## src/rtl/dma_ctrl_pkg.sv

```systemverilog
// Shared types for the DMA command initiator.
// AW/LW fix the widths of the command descriptor that travels through the FIFO.
package dma_ctrl_pkg;
  localparam int AW = 32;
  localparam int LW = 16;

  typedef enum logic [1:0] {IDLE, ISSUE, DRAIN} state_e;

  typedef enum logic [1:0] {
    CPL_OK       = 2'd0,
    CPL_TIMEOUT  = 2'd1,
    CPL_ZERO_LEN = 2'd2
  } cpl_status_e;

  typedef struct packed {
    logic [AW-1:0] src;
    logic [AW-1:0] dst;
    logic [LW-1:0] len;
  } dma_cmd_t;
endpackage

```

## src/rtl/dma_cmd_fifo.sv

```systemverilog
// Synchronous command FIFO of dma_cmd_t.
// Ports: clk, rst (sync, active high) | push/wdata write side, ignored when full |
//        pop/rdata read side, rdata is the current head, pop ignored when empty |
//        full/empty status.
// Pointers carry one extra wrap bit so full and empty are distinguishable.
module dma_cmd_fifo
  import dma_ctrl_pkg::*;
#(
  parameter int DEPTH = 4
) (
  input  logic     clk,
  input  logic     rst,
  input  logic     push,
  input  dma_cmd_t wdata,
  input  logic     pop,
  output dma_cmd_t rdata,
  output logic     full,
  output logic     empty
);
  localparam int PW = $clog2(DEPTH);
  localparam logic [PW:0] PTR_ONE = 1;

  dma_cmd_t        mem [DEPTH];
  logic     [PW:0] wptr, rptr;

  assign empty = (wptr == rptr);
  assign full  = (wptr[PW] != rptr[PW]) && (wptr[PW-1:0] == rptr[PW-1:0]);
  assign rdata = mem[rptr[PW-1:0]];

  always_ff @(posedge clk) begin
    if (rst) begin
      wptr <= '0;
      rptr <= '0;
    end else begin
      if (push && !full) wptr <= wptr + PTR_ONE;
      if (pop && !empty) rptr <= rptr + PTR_ONE;
    end
  end

  // Storage needs no reset: the pointers define which entries are live.
  always_ff @(posedge clk) begin
    if (push && !full) mem[wptr[PW-1:0]] <= wdata;
  end
endmodule

```

## src/rtl/dma_cmd_initiator.sv

```systemverilog
// Initiator side of the DMA start/done handshake.
// Ports: clk, rst (sync, active high) |
//        cmd_valid/cmd_ready/cmd_src/cmd_dst/cmd_len  command intake (valid/ready) |
//        dma_start/dma_src/dma_dst/dma_len/dma_done  engine handshake |
//        busy  work pending or in flight |
//        cpl_valid/cpl_status/cpl_count  per-command completion reporting.
// Commands are buffered, popped one at a time in IDLE, held on dma_start until
// done (or the watchdog fires), then DRAIN waits for done to fall.
// AW/LW must match the package descriptor widths.
module dma_cmd_initiator #(
  parameter int AW          = 32,
  parameter int LW          = 16,
  parameter int DEPTH       = 4,
  parameter int TIMEOUT_CYC = 256
) (
  input  logic          clk,
  input  logic          rst,
  input  logic          cmd_valid,
  output logic          cmd_ready,
  input  logic [AW-1:0] cmd_src,
  input  logic [AW-1:0] cmd_dst,
  input  logic [LW-1:0] cmd_len,
  output logic          dma_start,
  output logic [AW-1:0] dma_src,
  output logic [AW-1:0] dma_dst,
  output logic [LW-1:0] dma_len,
  input  logic          dma_done,
  output logic          busy,
  output logic          cpl_valid,
  output logic [1:0]    cpl_status,
  output logic [15:0]   cpl_count
);
  import dma_ctrl_pkg::*;

  localparam int TW = $clog2(TIMEOUT_CYC);
  localparam logic [TW-1:0] TLAST   = TW'(TIMEOUT_CYC - 1);
  localparam logic [TW-1:0] TCNT_ONE = 1;

  state_e      state, state_d;
  dma_cmd_t    head, cur;
  logic        full, empty, pop;
  logic        start_d, cpl_v_d;
  cpl_status_e cpl_s, cpl_s_d;
  logic [TW-1:0] tcnt, tcnt_d;

  dma_cmd_fifo #(.DEPTH(DEPTH)) u_fifo (
    .clk   (clk),
    .rst   (rst),
    .push  (cmd_valid),
    .wdata ({cmd_src, cmd_dst, cmd_len}),
    .pop   (pop),
    .rdata (head),
    .full  (full),
    .empty (empty)
  );

  assign cmd_ready  = !full;
  assign busy       = (state != IDLE) || !empty;
  assign dma_src    = cur.src;
  assign dma_dst    = cur.dst;
  assign dma_len    = cur.len;
  assign cpl_status = cpl_s;

  always_comb begin
    state_d = state;
    start_d = dma_start;
    cpl_v_d = 1'b0;
    cpl_s_d = cpl_s;
    tcnt_d  = tcnt;
    pop     = 1'b0;
    case (state)
      IDLE: begin
        if (!empty) begin
          pop = 1'b1;
          if (head.len != '0) begin
            start_d = 1'b1;
            state_d = ISSUE;
          end else begin
            // Zero-length work completes immediately without touching the engine.
            cpl_v_d = 1'b1;
            cpl_s_d = CPL_ZERO_LEN;
          end
        end
      end
      ISSUE: begin
        // done is checked first so it wins a tie with the watchdog.
        if (dma_done) begin
          start_d = 1'b0;
          cpl_v_d = 1'b1;
          cpl_s_d = CPL_OK;
          state_d = DRAIN;
        end else if (tcnt == TLAST) begin
          start_d = 1'b0;
          cpl_v_d = 1'b1;
          cpl_s_d = CPL_TIMEOUT;
          state_d = DRAIN;
        end else begin
          tcnt_d = tcnt + TCNT_ONE;
        end
      end
      DRAIN: begin
        if (!dma_done) begin
          state_d = IDLE;
          tcnt_d  = '0;
        end
      end
      default: state_d = IDLE;
    endcase
  end

  always_ff @(posedge clk) begin
    if (rst) begin
      state     <= IDLE;
      dma_start <= 1'b0;
      cpl_valid <= 1'b0;
      cpl_s     <= CPL_OK;
      cpl_count <= '0;
      tcnt      <= '0;
      cur       <= '0;
    end else begin
      state     <= state_d;
      dma_start <= start_d;
      cpl_valid <= cpl_v_d;
      cpl_s     <= cpl_s_d;
      tcnt      <= tcnt_d;
      if (pop) cur <= head;
      // Count moves with the pulse so the new value is seen alongside cpl_valid.
      if (cpl_v_d) cpl_count <= cpl_count + 16'd1;
    end
  end
endmodule

```

## config.mk

```make
export PLATFORM = sky130hd
export DESIGN_NAME = dma_cmd_initiator
export DESIGN_NICKNAME = d
export VERILOG_FILES = /design/src/rtl/dma_ctrl_pkg.sv /design/src/rtl/dma_cmd_fifo.sv /design/src/rtl/dma_cmd_initiator.sv
export SDC_FILE = /design/constraint.sdc
export NUM_CORES = 1
export LEC_CHECK = 0
export ABC_AREA = 1
export CAP_MARGIN = 10
export CORE_ASPECT_RATIO = 0.6
export CORE_MARGIN = 5
export CORE_UTILIZATION = 25
export DETAILED_ROUTE_END_ITERATION = 12
export MAX_ROUTING_LAYER = met4
export PLACE_DENSITY = 0.43
export SLEW_MARGIN = 20
export SYNTH_ARGS = -nofsm -noshare
export SYNTH_HDL_FRONTEND = slang
export SYNTH_HIERARCHICAL = 1
export SYNTH_SLANG_ARGS = --single-unit
export TNS_END_PERCENT = 1
```

## constraint.sdc

```tcl
create_clock -name clk -period 7 [get_ports clk]
set_input_delay 0.7 -clock clk [delete_from_list [all_inputs] [get_ports clk]]
set_output_delay 0.7 -clock clk [all_outputs]
set_load 0.01 [all_outputs]
```

==> metrics.yaml <==
cts:
  post_cts_buffers: 0
  cts_made_buffers: 44
  clock-sinks: 438
  htreeDepth: 2
  cts_tree: "done"
  post_cts_resized: 0
  clock_latency_ns: 0.54
  cts_buffer_depth: 3
  hold_buffers: 0
  cts_root_buf: "clkbuf_16"
  clkTransAtPathRegs_ns: 0.06
cells_and_area:
  drive_above_1_share_pct: 6.766
  instances_no_fill: 2580
  area_delta_synth_final_pct: 23.58
  layout_commonest_cell: "nor2_1"
  fillers: 6708
  final_cell_mix: "nor2_1, edfxtp_1, o21ai_0, clkdlybuf4s50_1, dfxtp_1"
  layout.nets: 1728
route:
  drtIter0Drc: 779
  wl_per_cell_um: 18.54
  firstDrtPassIters: 5
  via_per_inst: 4.390
  routed_wl_mm: 47.84
  num_vias: 11330
  ant_nets: 0
  remaining_drc_errors: 0
grt:
  grt_max_degree: 105
  track_usage_pct: 12.96
  grt-ovfl-total: 0
  grt_pass1_vias: 11140
  grt_first_pass_wirelength_mm: 71.65
  antenna_found_initial: 11
sta:
  setup_tns_ns: 0
  finClkSkew_ns: 0.01335
  min_period_over_period_pct: 50.38
  fmax_mhz: 283.5
  slew_headroom_pct: 27.17
  worst_slack_ns: 3.473
  setup_viol: 0
  finalHoldViolCount: 0
  grt_setup_unrepaired: "false"
  period_needed_ns: 3.527
  tightest_slew_ns: 1.092
  finalMaxSlewViolations: 0
floorplan:
  die_h_um: 211.5
  die-area_um2: 73150
  rows: 73
  dieWidth_um: 345.8
  coreArea_um2: 66590
  ios: 186
  start_util_pct: 25.41
pwr:
  ir_drop_uv: 218.3
  power_leakage_nw: 7.115
  total_power_mw: 8.257
  powerDensity_nw_per_um2: 394.9
status:
  status: "complete, no violations"
logic_synthesis:
  ys_seq_area_share_pct: 70.76
  ys_ff_latch: 438
  synth.cell_area_um2: 16920
  syn_nets: 1567
  ys_warn_count: 6
  synth_cells: 1476
  ys_types: 32
  synth.avg_cell_area_um2: 11.46
setup_path:
  path_cells: "inv_6 -> buf_4 -> o21ai_0 -> o22ai_1 -> nor2_1 -> nand2_1 -> nor2_1 -> nand3_4 -> nand2_4 -> inv_1 -> nor2_1 -> nor2_1"
  path_common_cell: "nor2_1"
  worstSetupPathType: "reg2reg"
  worstPathArrival_ns: 3.96
  path_max_fanout: 104
  end_kind: "flip-flop"
  cp.required_ns: 7.44
  path_buf_inv: 3
  cpPeakStageDelay_ns: 0.75
  cp-start-kind: "flip-flop"
  path_delay_family: "simple AND/OR/NAND/NOR gates"
  slowest_stage: "dfxtp_4"
place:
  place_hpwl_mm: 28.61
  pre_cts_ws_ns: 3.340
  gp_congestion: 0.7705
  numPortBuffers: 185
  post-place-cells: 2491
run:
  cap_viol_max_count: 0
min_path:
  hp-class: "reg2reg"
layout make-up:
type	instances	area (um^2)	area share, %
Antenna cell	10	25.02	0.1197
Clock buffer	74	1305	6.241
Clock inverter	5	22.52	0.1077
Inverter	48	192.7	0.9215
Multi-Input combinational cell	905	4294	20.54
Sequential cell	438	11980	57.29
Tap cell	900	1126	5.386
Timing Repair Buffer	200	1964	9.395
registers in the layout, indices dropped and copies added, names as in the netlist, named ones only:
signal and flops:
cpl_count 16, cpl_status 2, cpl_valid 1, dma_dst 32, dma_len 16, dma_src 32
dma_start 1, state 2, tcnt 8, u_fifo/mem 320, u_fifo/rptr 3, u_fifo/wptr 3
report_power, final:
| group | switching (mW) | internal [mW] | leakage, nW |
|---|---|---|---|
| clock network | 0.953 | 1.26 | 0.646 |
| registers | 0.243 | 3.16 | 3.91 |
| logic | 1.68 | 0.964 | 2.56 |
| total | 2.87 | 5.38 | 7.12 |
logic make-up after synthesis:
kind of cell / after synthesis / share of synthesized area [%]
XOR/XNOR: 8 / 0.4142
buffers and inverters: 133 / 3.994
AO/OA/AOI/OAI: 355 / 11.34
adder cells (fa/ha/maj): 7 / 0.5177
flip-flops: 438 / 70.76
AND/OR/NAND/NOR: 535 / 12.97
per-stage QoR:
stage,instance area [um^2],hold WS (ns),utilization (%)
floorplan,16920,0.4366,-
global placement,19560,0.4601,29.37
detailed placement,19560,0.4626,29.37
CTS,20880,0.4797,31.36
global route,20910,0.4948,31.40
finish,20910,0.4817,31.40
layer usage:
metal / track usage, % / vias up / wire length, um
met1: 18.54 / 5550 / 23970
met3: 3.186 / 54 / 2583
li1: - / 5517 / -
met2: 18.88 / 204 / 20630
met5: - / - / 0
met4: 2.355 / 0 / 654
worst paths after layout:
kind | from | end | slack, ns | cells after the start
worst max-delay path | flip-flop | cpl_count[1] | 3.47 | 12
worst max register to register | flip-flop | cpl_count[1] | 3.47 | 12
worst min-delay path | tcnt[7] | tcnt[7] | 0.48 | 2
worst min register to register | tcnt[7] | tcnt[7] | 0.48 | 2
tightest hold or removal path, cell delays in order (launching register included):
cell     delay, ns
dfxtp_1       0.33
a21oi_1       0.05
nor2_1        0.07
cell usage after synthesis (all sizes together):
library cell	count	area (um^2)
inv	48	185.2
o21bai	1	7.510
clkbuf	54	202.7
nand4	7	43.79
xnor2	3	26.28
o21ai	245	1226
a21boi	1	7.510
nand3	34	227.7
edfxtp	320	9609
dfxtp	118	2362
nand2	113	451.7
buf	31	287.8
nor2	376	1436
ha	7	87.58
nor3	1	5.000
o22ai	80	500.5
a21oi	28	177.7
xor2	5	43.79
nand3b	4	30.03
(Power assumes the default switching activity.)
